### config.mk
export PLATFORM = sky130hd
export DESIGN_NAME = decimating_averager
export DESIGN_NICKNAME = d
export VERILOG_FILES = /design/src/rtl/decimating_averager.sv
export SDC_FILE = /design/constraint.sdc
export NUM_CORES = 1
export LEC_CHECK = 0
export ABC_CLOCK_PERIOD_IN_PS = 4600
export CAP_MARGIN = 20
export CORE_MARGIN = 2
export CORE_UTILIZATION = 50
export DETAILED_ROUTE_END_ITERATION = 12
export PLACE_DENSITY = 0.67
export SETUP_SLACK_MARGIN = 0.2
export SYNTH_ARGS = -nofsm -noshare
export SYNTH_HDL_FRONTEND = slang
export SYNTH_SLANG_ARGS = --single-unit
### constraint.sdc
create_clock -name clk_i -period 4.6 [get_ports clk_i]
set_input_delay 0.92 -clock clk_i [delete_from_list [all_inputs] [get_ports clk_i]]
set_output_delay 0.92 -clock clk_i [all_outputs]
set_load 0.01 [all_outputs]
### src/rtl/decimating_averager.sv
`default_nettype none
// ============================================================================
// Module   : decimating_averager
// Purpose  : Block averager that sums 2^L signed input samples, emits the
//            floor-rounded mean (sum >>> L) and queues results in a small
//            output FIFO for a valid/ready consumer.
// Ports    : clk_i        - rising-edge clock
//            rst_i        - synchronous active-high reset
//            valid_i      - one-cycle strobe qualifying signal_i
//            signal_i     - signed input sample
//            log2_ratio_i - requested log2 decimation ratio (latched per block)
//            signal_o     - signed averaged sample at FIFO head (0 when empty)
//            valid_o      - FIFO non-empty
//            ready_i      - consumer pops head when valid_o & ready_i
//            overflow_o   - sticky: a result was dropped on a full FIFO
// Revision : 1.0 - initial release
// ============================================================================
module decimating_averager #(
  parameter int SIGNAL_BITS    = 24,
  parameter int MAX_LOG2_RATIO = 8,
  parameter int FIFO_DEPTH     = 4
) (
  input  logic                                 clk_i,
  input  logic                                 rst_i,
  input  logic                                 valid_i,
  input  logic [SIGNAL_BITS-1:0]               signal_i,
  input  logic [$clog2(MAX_LOG2_RATIO+1)-1:0]  log2_ratio_i,
  output logic [SIGNAL_BITS-1:0]               signal_o,
  output logic                                 valid_o,
  input  logic                                 ready_i,
  output logic                                 overflow_o
);

  localparam int LW    = $clog2(MAX_LOG2_RATIO + 1);
  localparam int ACC_W = SIGNAL_BITS + MAX_LOG2_RATIO;
  // One extra bit so the incremented count can equal 2^MAX_LOG2_RATIO.
  localparam int CW    = MAX_LOG2_RATIO + 1;
  localparam int AW    = $clog2(FIFO_DEPTH);
  localparam int PW    = AW + 1;

  typedef enum logic [0:0] {
    ST_IDLE  = 1'b0,
    ST_ACCUM = 1'b1
  } state_t;

  state_t                  state_q;
  logic signed [ACC_W-1:0] acc_q;
  logic [CW-1:0]           count_q;
  logic [LW-1:0]           l_q;

  logic [LW-1:0]           l_req_d;
  logic [LW-1:0]           l_eff_d;
  logic signed [ACC_W-1:0] sum_d;
  logic [CW-1:0]           count_d;
  logic                    last_d;
  logic [SIGNAL_BITS-1:0]  result_d;

  // ---------------------------------------------------------------------
  // Accumulation datapath
  // ---------------------------------------------------------------------
  always_comb begin
    l_req_d = (log2_ratio_i > LW'(MAX_LOG2_RATIO)) ? LW'(MAX_LOG2_RATIO)
                                                    : log2_ratio_i;
    // A block takes its ratio from the port only on its first sample.
    l_eff_d = (state_q == ST_IDLE) ? l_req_d : l_q;
    sum_d   = acc_q + {{MAX_LOG2_RATIO{signal_i[SIGNAL_BITS-1]}}, signal_i};
    count_d = count_q + CW'(1);
    last_d  = (count_d == (CW'(1) << l_eff_d));
    // Mean of 2^L samples always fits SIGNAL_BITS after the arithmetic shift.
    result_d = SIGNAL_BITS'(sum_d >>> l_eff_d);
  end

  always_ff @(posedge clk_i) begin
    if (rst_i) begin
      state_q <= ST_IDLE;
      acc_q   <= '0;
      count_q <= '0;
      l_q     <= '0;
    end else if (valid_i) begin
      l_q <= l_eff_d;
      if (last_d) begin
        state_q <= ST_IDLE;
        acc_q   <= '0;
        count_q <= '0;
      end else begin
        state_q <= ST_ACCUM;
        acc_q   <= sum_d;
        count_q <= count_d;
      end
    end
  end

  // ---------------------------------------------------------------------
  // Output FIFO (pointers carry an extra wrap bit to tell full from empty)
  // ---------------------------------------------------------------------
  logic [SIGNAL_BITS-1:0] mem_q [FIFO_DEPTH];
  logic [PW-1:0]          wr_q;
  logic [PW-1:0]          rd_q;
  logic                   overflow_q;

  logic empty_d;
  logic full_d;
  logic push_d;
  logic pop_d;
  logic push_ok_d;

  always_comb begin
    empty_d   = (wr_q == rd_q);
    full_d    = (wr_q[AW] != rd_q[AW]) && (wr_q[AW-1:0] == rd_q[AW-1:0]);
    push_d    = valid_i && last_d;
    pop_d     = !empty_d && ready_i;
    // A simultaneous pop frees the slot the push lands in.
    push_ok_d = push_d && (!full_d || pop_d);
  end

  always_ff @(posedge clk_i) begin
    if (rst_i) begin
      wr_q       <= '0;
      rd_q       <= '0;
      overflow_q <= 1'b0;
    end else begin
      if (push_ok_d) begin
        wr_q <= wr_q + PW'(1);
      end
      if (pop_d) begin
        rd_q <= rd_q + PW'(1);
      end
      if (push_d && full_d && !pop_d) begin
        overflow_q <= 1'b1;
      end
    end
  end

  always_ff @(posedge clk_i) begin
    if (!rst_i && push_ok_d) begin
      mem_q[wr_q[AW-1:0]] <= result_d;
    end
  end

  assign valid_o    = !empty_d;
  assign signal_o   = empty_d ? '0 : mem_q[rd_q[AW-1:0]];
  assign overflow_o = overflow_q;

endmodule
`default_nettype wire

==> metrics.log, run 1 <==
[metrics] vias per cell: 6.080
[metrics] CTS tree: yes
[metrics] number of setup buffers added after CTS: 0
[metrics] count of endpoints failing hold in the final timing report: 0
[metrics] length of the first detailed-routing pass in iterations: 5
[metrics] status: finished, final reports clean
[metrics] Starting Density: 51.22%
[metrics] maximum resistive drop on vdd: 0.3059 mV
[metrics] async set-reset flop share out of synthesis: 0%
[metrics] mean cell area of the mapped netlist: 9.590 µm²
[metrics] hold-fix buffer count after cts: 0
[metrics] clock transition at the register clock pins on the worst setup and hold paths after CTS: 0.07 ns
[metrics] total gr overflow: 0
[metrics] post-synthesis register bit count: 151
[metrics] number of buffers on the longest clock path: 2
[metrics] highest net fanout along the worst path: 6
[metrics] ratio of total power to cell area: 440.1 nW/µm²
[metrics] final-layout setup total negative slack: 0 ns
[metrics] Period Utilization, post-route: 91.01%
[metrics] Die Area: 21150 µm²
[metrics] maximum number of pins on one net before global-route repair: 56
[metrics] cell count after synthesis: 1043
[metrics] number of I/O pins: 58
[metrics] Tmin final: 4.186 ns
[metrics] CTS buffer count: 17
[metrics] RSZ-0062 raised after global routing: false
[metrics] required time at the worst-slack endpoint: 4.78 ns
[metrics] number of I/O port buffers: 57
[metrics] Setup crit end kind: flop
[metrics] Detailed Route Iter0 Violations: 576
[metrics] pre-CTS WS: 0.02940 ns
[metrics] number of global-route vias before repair: 8081
[metrics] H-tree levels: 4
[metrics] worst hold-check path type: flop to flop
[metrics] total number of nets in the final design: 1182
[metrics] Die Span X: 145.4 µm
[metrics] drt total wl: 25.97 mm
[metrics] die span in y: 145.4 µm
[metrics] final count of pins violating max slew: 0
[metrics] class of the most critical setup path: input port to flop
[metrics] final number of setup-violating endpoints: 0
[metrics] row cnt: 51
[metrics] total global routing track utilization: 25.05%
[metrics] maximum achievable frequency: 0.2389 GHz
[metrics] antenna diode count: 0
[metrics] global-route wire length before repair: 42.90 mm
[metrics] average wire per cell in the routed design: 18.68 µm
[metrics] area of the core region: 19530 µm²
[metrics] leading register cell type out of synthesis: edfxtp_1
[metrics] clk root buf: clkbuf_16
[metrics] relative area change from synthesis to final layout: 17.98%
[metrics] startpoint kind of the worst setup timing path: input port
[metrics] transition at the pin with the smallest max-transition slack: 0.8967 ns
[metrics] Max transition margin: 40.22%
[metrics] PnR worst setup slack: 0.4137 ns
[metrics] syn_nets: 1113
[metrics] remaining antenna violation count after routing: 0
[metrics] Static Leakage: 4.311 nW
[metrics] initial antenna violation count: 0
[metrics] DP Wirelength: 18.84 mm
[metrics] Yosys Warn Count: 0
[metrics] max-capacitance violation count: 0
[metrics] Final GP Congestion: 0.9640
[metrics] CTS resizes: 0
[metrics] total clock sinks: 151
[metrics] clock latency reported for the late side of the worst-skew pair: 0.43 ns
[metrics] layout cell share with drive strength beyond 1: 15.29%
[metrics] CP Data Arrival Time: 4.37 ns
[metrics] clock skew after layout: 0.01219 ns
[metrics] area of the mapped netlist: 10000 µm²
[metrics] DR DRC count: 0
[metrics] total number of vias: 8451
[metrics] sequential area share after synthesis: 39.83%
[metrics] number of synthesized flops with an enable pin: 96
[metrics] distinct cell type count after synthesis: 80
==> state kept, by name (all words and copies together) (netlist names), named ones only <==
name / cells
overflow_o: 1
rd_q: 3
l_q: 4
acc_q: 32
state_q: 1
mem_q: 96
wr_q: 3
count_q: 9
==> layer usage <==
metal	track usage [%]	wire length, µm	vias to the layer above
met2	41.11	12240	269
met3	3.323	1325	42
met5	0	0	-
met1	34.73	11910	4028
li1	-	-	4112
met4	7.794	491	0
==> cell families (layout without fill, tap and decap cells) <==
family	count (synthesis)	after routing	synth area share, %
AOI/OAI and AO/OA	293	293	20.18
xor gates and xnor gates	35	35	3.065
adders and majority gates	38	38	4.829
buffers and inverters	94	176	3.940
DFF	151	151	39.83
muxes	63	63	9.982
and+or+nand+nor	369	369	18.18
==> synth_stat cells, drive strengths merged, types with 16 or more instances <==
master	n	share of area, %
nor2b	27	1.7
nor2	79	3.0
buf	28	1.5
mux4	28	6.3
a21oi	107	5.8
clkbuf	48	1.8
o211ai	19	1.5
nand2	108	4.1
o21ai	34	1.7
a211oi	20	1.6
mux2i	27	2.7
xnor2	19	1.7
ha	37	4.6
nand3	55	2.8
nor3	20	1.1
xor2	16	1.4
dfxtp	55	11
a22oi	18	1.5
edfxtp	96	29
inv	18	0.68
==> report_power, final <==
| part | total (mW) | internal, mW | switching (mW) |
|---|---|---|---|
| Combinational | 2.00 | 0.830 | 1.17 |
| Sequential | 1.64 | 1.61 | 0.0387 |
| Clock | 1.55 | 0.932 | 0.614 |
==> worst paths after layout <==
path	slack, ns	start	cells after the start	endpoint
setup / recovery	0.41	signal_i[4]	12	mem_q[2][22]
hold / removal	0.47	acc_q[18]	2	acc_q[18]
setup reg to reg	1.04	acc_q[4]	11	mem_q[2][22]
hold reg to reg	0.47	acc_q[18]	2	acc_q[18]
==> stage by stage <==
step	power (mW)	cell area, µm²	utilization, %	hold slack, ns	instances
2_1_floorplan	2.983	10000	-	0.4446	1043
3_3_place_gp	3.628	11140	57.06	0.4536	1358
3_5_place_dp	3.643	11140	57.06	0.4611	1358
6_report	5.193	11800	60.43	0.4682	1390
4_1_cts	5.193	11790	60.38	0.4717	1390
5_1_grt	5.472	11800	60.43	0.4799	1390
==> layout make-up <==
| class | instances | area, µm² |
|---|---|---|
| clock inverter | 15 | 224.0 |
| timing repair buffer | 126 | 1134 |
| tap | 265 | 331.6 |
| sequential | 151 | 3984 |
| fill | 1722 | 7726 |
| inverter | 18 | 67.56 |
| multi-input combinational | 798 | 5634 |
| clock buffer | 17 | 425.4 |
==> critical path, cell delays in order <==
cell             delay, ns
clkdlybuf4s50_1       0.42
ha_1                  0.36
and2_1                0.18
a221oi_2              0.38
a21o_1                0.26
nand3_1               0.21
a2111oi_0             0.39
or3_1                 0.39
o22ai_1               0.19
a311oi_1              0.29
a32oi_1               0.15
buf_4                 0.22
==> cell usage in the layout (no fill, tap or decap), types with 11 or more instances in the layout <==
cell,count
a31oi_1,12
nor3_1,19
clkdlybuf4s50_1,56
ha_1,37
xor2_1,16
inv_1,17
buf_4,65
and2_1,15
o21ai_1,11
a22oi_1,15
nand2_1,106
and3_1,11
a211oi_1,18
a21oi_1,99
clkbuf_16,17
nor2_1,78
mux4_2,28
o211ai_1,18
nand3_1,54
edfxtp_1,96
nor2b_1,27
dfxtp_1,55
mux2i_1,26
xnor2_1,19
o21ai_0,23
a21o_1,13
(Power assumes the default switching activity.)
==> inputs of run 2 (changes only) <==
--- a/config.mk
+++ b/config.mk
@@ -9,6 +9,7 @@
 export CAP_MARGIN = 20
 export CORE_MARGIN = 2
 export CORE_UTILIZATION = 50
+export CTS_CLUSTER_DIAMETER = 200
 export DETAILED_ROUTE_END_ITERATION = 12
 export PLACE_DENSITY = 0.67
 export SETUP_SLACK_MARGIN = 0.2
==> results of run 2 <==
Final layout, timing and power as in run 1 (identical DEF).
==> inputs of run 3 (changes only) <==
--- a/config.mk
+++ b/config.mk
@@ -5,7 +5,7 @@
 export SDC_FILE = /design/constraint.sdc
 export NUM_CORES = 1
 export LEC_CHECK = 0
-export ABC_CLOCK_PERIOD_IN_PS = 4600
+export ABC_CLOCK_PERIOD_IN_PS = 4200
 export CAP_MARGIN = 20
 export CORE_MARGIN = 2
 export CORE_UTILIZATION = 50
@@ -16,3 +16,4 @@
 export SYNTH_ARGS = -nofsm -noshare
 export SYNTH_HDL_FRONTEND = slang
 export SYNTH_SLANG_ARGS = --single-unit
+export TNS_END_PERCENT = 20
==> constraint.sdc (replaced) <==
create_clock -name clk_i -period 4.2 [get_ports clk_i]
set_input_delay 0.84 -clock clk_i [delete_from_list [all_inputs] [get_ports clk_i]]
set_output_delay 0.84 -clock clk_i [all_outputs]
set_load 0.01 [all_outputs]
==> metrics.log, run 3 (synthesis gave the netlist of run 1 again) <==
[metrics] status: finished, final reports clean
[metrics] remaining antenna violation count after routing: 0
[metrics] Starting Density: 51.22%
[metrics] Detailed Route Iter0 Violations: 748
[metrics] CP Data Arrival Time: 4.28 ns
[metrics] Die Area: 21150 µm²
[metrics] Worst R2R Start: acc_q[11]
[metrics] initial antenna violation count: 0
[metrics] Static Leakage: 4.587 nW
[metrics] number of I/O pins: 58
[metrics] most frequent cells in the layout: buf_4 (122), nand2_1 (106), a21oi_1 (99), edfxtp_1 (96), nor2_1 (78)
[metrics] global-route wire length before repair: 43.81 mm
[metrics] final-layout setup total negative slack: 0 ns
[metrics] Met2 Routed Length: 12.88 mm
[metrics] layout cell share with drive strength beyond 1: 20.37%
[metrics] relative area change from synthesis to final layout: 23.16%
[metrics] clk root buf: clkbuf_16
[metrics] row cnt: 51
[metrics] RSZ-0062 raised after global routing: false
[metrics] total number of nets in the final design: 1240
[metrics] post-detailed-placement cell area: 11570 µm²
[metrics] clock transition at the register clock pins on the worst setup and hold paths after CTS: 0.07 ns
[metrics] met3 wirelength from detailed routing: 1.576 mm
[metrics] max-capacitance violation count: 0
[metrics] post-route met1 wirelength: 12.25 mm
[metrics] DR DRC count: 0
[metrics] final std cell area, no fill: 12320 µm²
[metrics] count of endpoints failing hold in the final timing report: 0
[metrics] top sig layer: met4
[metrics] number of flip-flops in the largest register: 96
[metrics] total clock sinks: 151
[metrics] Setup crit end kind: flop
[metrics] worst hold-check path type: flop to flop
[metrics] Tmin final: 3.973 ns
[metrics] first element of the critical path: signal_i[11]
[metrics] DP Wirelength: 19.67 mm
[metrics] area of the core region: 19530 µm²
[metrics] Max transition margin: 53.68%
[metrics] die span in y: 145.4 µm
[metrics] highest net fanout along the worst path: 7
[metrics] total global routing track utilization: 25.74%
[metrics] length of the first detailed-routing pass in iterations: 5
[metrics] clock skew after layout: 0.01499 ns
[metrics] commonest non-fill, non-tap cell in the layout: buf_4
[metrics] final number of setup-violating endpoints: 0
[metrics] CTS buffer count: 17
[metrics] Period Utilization, post-route: 94.59%
[metrics] total gr overflow: 0
[metrics] final count of pins violating max slew: 0
[metrics] H-tree levels: 4
[metrics] utilization after layout: 63.08%
[metrics] vias per cell: 5.995
[metrics] average wire per cell in the routed design: 18.76 µm
[metrics] drt total wl: 27.17 mm
[metrics] number of buffers on the longest clock path: 2
[metrics] transition at the pin with the smallest max-transition slack: 0.6906 ns
[metrics] required time at the worst-slack endpoint: 4.51 ns
[metrics] class of the most critical setup path: input port to flop
[metrics] maximum achievable frequency: 0.2517 GHz
[metrics] maximum resistive drop on vdd: 0.3319 mV
[metrics] antenna diode count: 0
[metrics] startpoint kind of the worst setup timing path: input port
[metrics] maximum number of pins on one net before global-route repair: 56
[metrics] hold-fix buffer count after cts: 0
[metrics] startpoint of the lowest-slack hold path: acc_q[5]
[metrics] ratio of total power to cell area: 471.5 nW/µm²
[metrics] clock latency reported for the late side of the worst-skew pair: 0.44 ns
[metrics] number of global-route vias before repair: 8180
[metrics] total number of vias: 8681
[metrics] CTS tree: yes
[metrics] Final GP Congestion: 0.9588
[metrics] number of I/O port buffers: 57
[metrics] Die Span X: 145.4 µm
## run 3: power by group
group	internal (mW)	switching [mW]	total, mW
Clock	0.851	0.704	1.56
Sequential	1.76	0.0394	1.80
Combinational	1.08	1.37	2.46
## run 3: worst paths after layout
| kind | end | slack (ns) | cells after the start |
|---|---|---|---|
| max | mem_q[3][4] | 0.23 | 12 |
| min | acc_q[5] | 0.46 | 2 |
| max reg2reg | mem_q[3][4] | 0.73 | 11 |
| min reg2reg | acc_q[5] | 0.46 | 2 |
## run 3: layout make-up
cell class,instances,area (µm²)
Fill cell,1629,7208
Multi-Input combinational cell,798,5748
Sequential cell,151,3984
Timing Repair Buffer,184,1582
Clock buffer,17,425.4
Tap cell,265,331.6
Clock inverter,15,180.2
Inverter,18,67.56
## run 3: per-stage QoR
step / hold slack [ns] / setup WS [ns] / total power, mW / instances
2_1_floorplan: 0.4446 / 0.5473 / 3.267 / 1043
3_3_place_gp: 0.4511 / -0.1188 / 4.169 / 1413
3_5_place_dp: 0.4562 / -0.2306 / 4.189 / 1413
4_1_cts: 0.4671 / 0.2664 / 5.754 / 1445
5_1_grt: 0.4769 / 0.1878 / 6.107 / 1448
6_report: 0.4644 / 0.2273 / 5.808 / 1448
## run 3: repair_timing
item                       in CTS  in global routing
hold endpoints to repair        0                  0
resized for setup               1                 19
pin swaps                       0                  7
buffers inserted                0                  3
setup endpoints to repair       4                 76
## run 3: per-layer routing
metal  vias to the layer above  track usage [%]
met4                         0            7.157
met3                        40            5.110
met1                      4142            34.56
met2                       289            42.70
li1                       4210                -
met5                         -                0
## run 3: worst max-delay path, cell delays in order
cell	delay (ns)
clkdlybuf4s50_1	0.40
ha_1	0.43
and4_1	0.30
nand4_1	0.18
a21o_1	0.28
and2_1	0.22
xnor2_1	0.43
mux2i_1	0.18
a21oi_1	0.37
mux2i_1	0.17
a22oi_1	0.28
buf_4	0.18
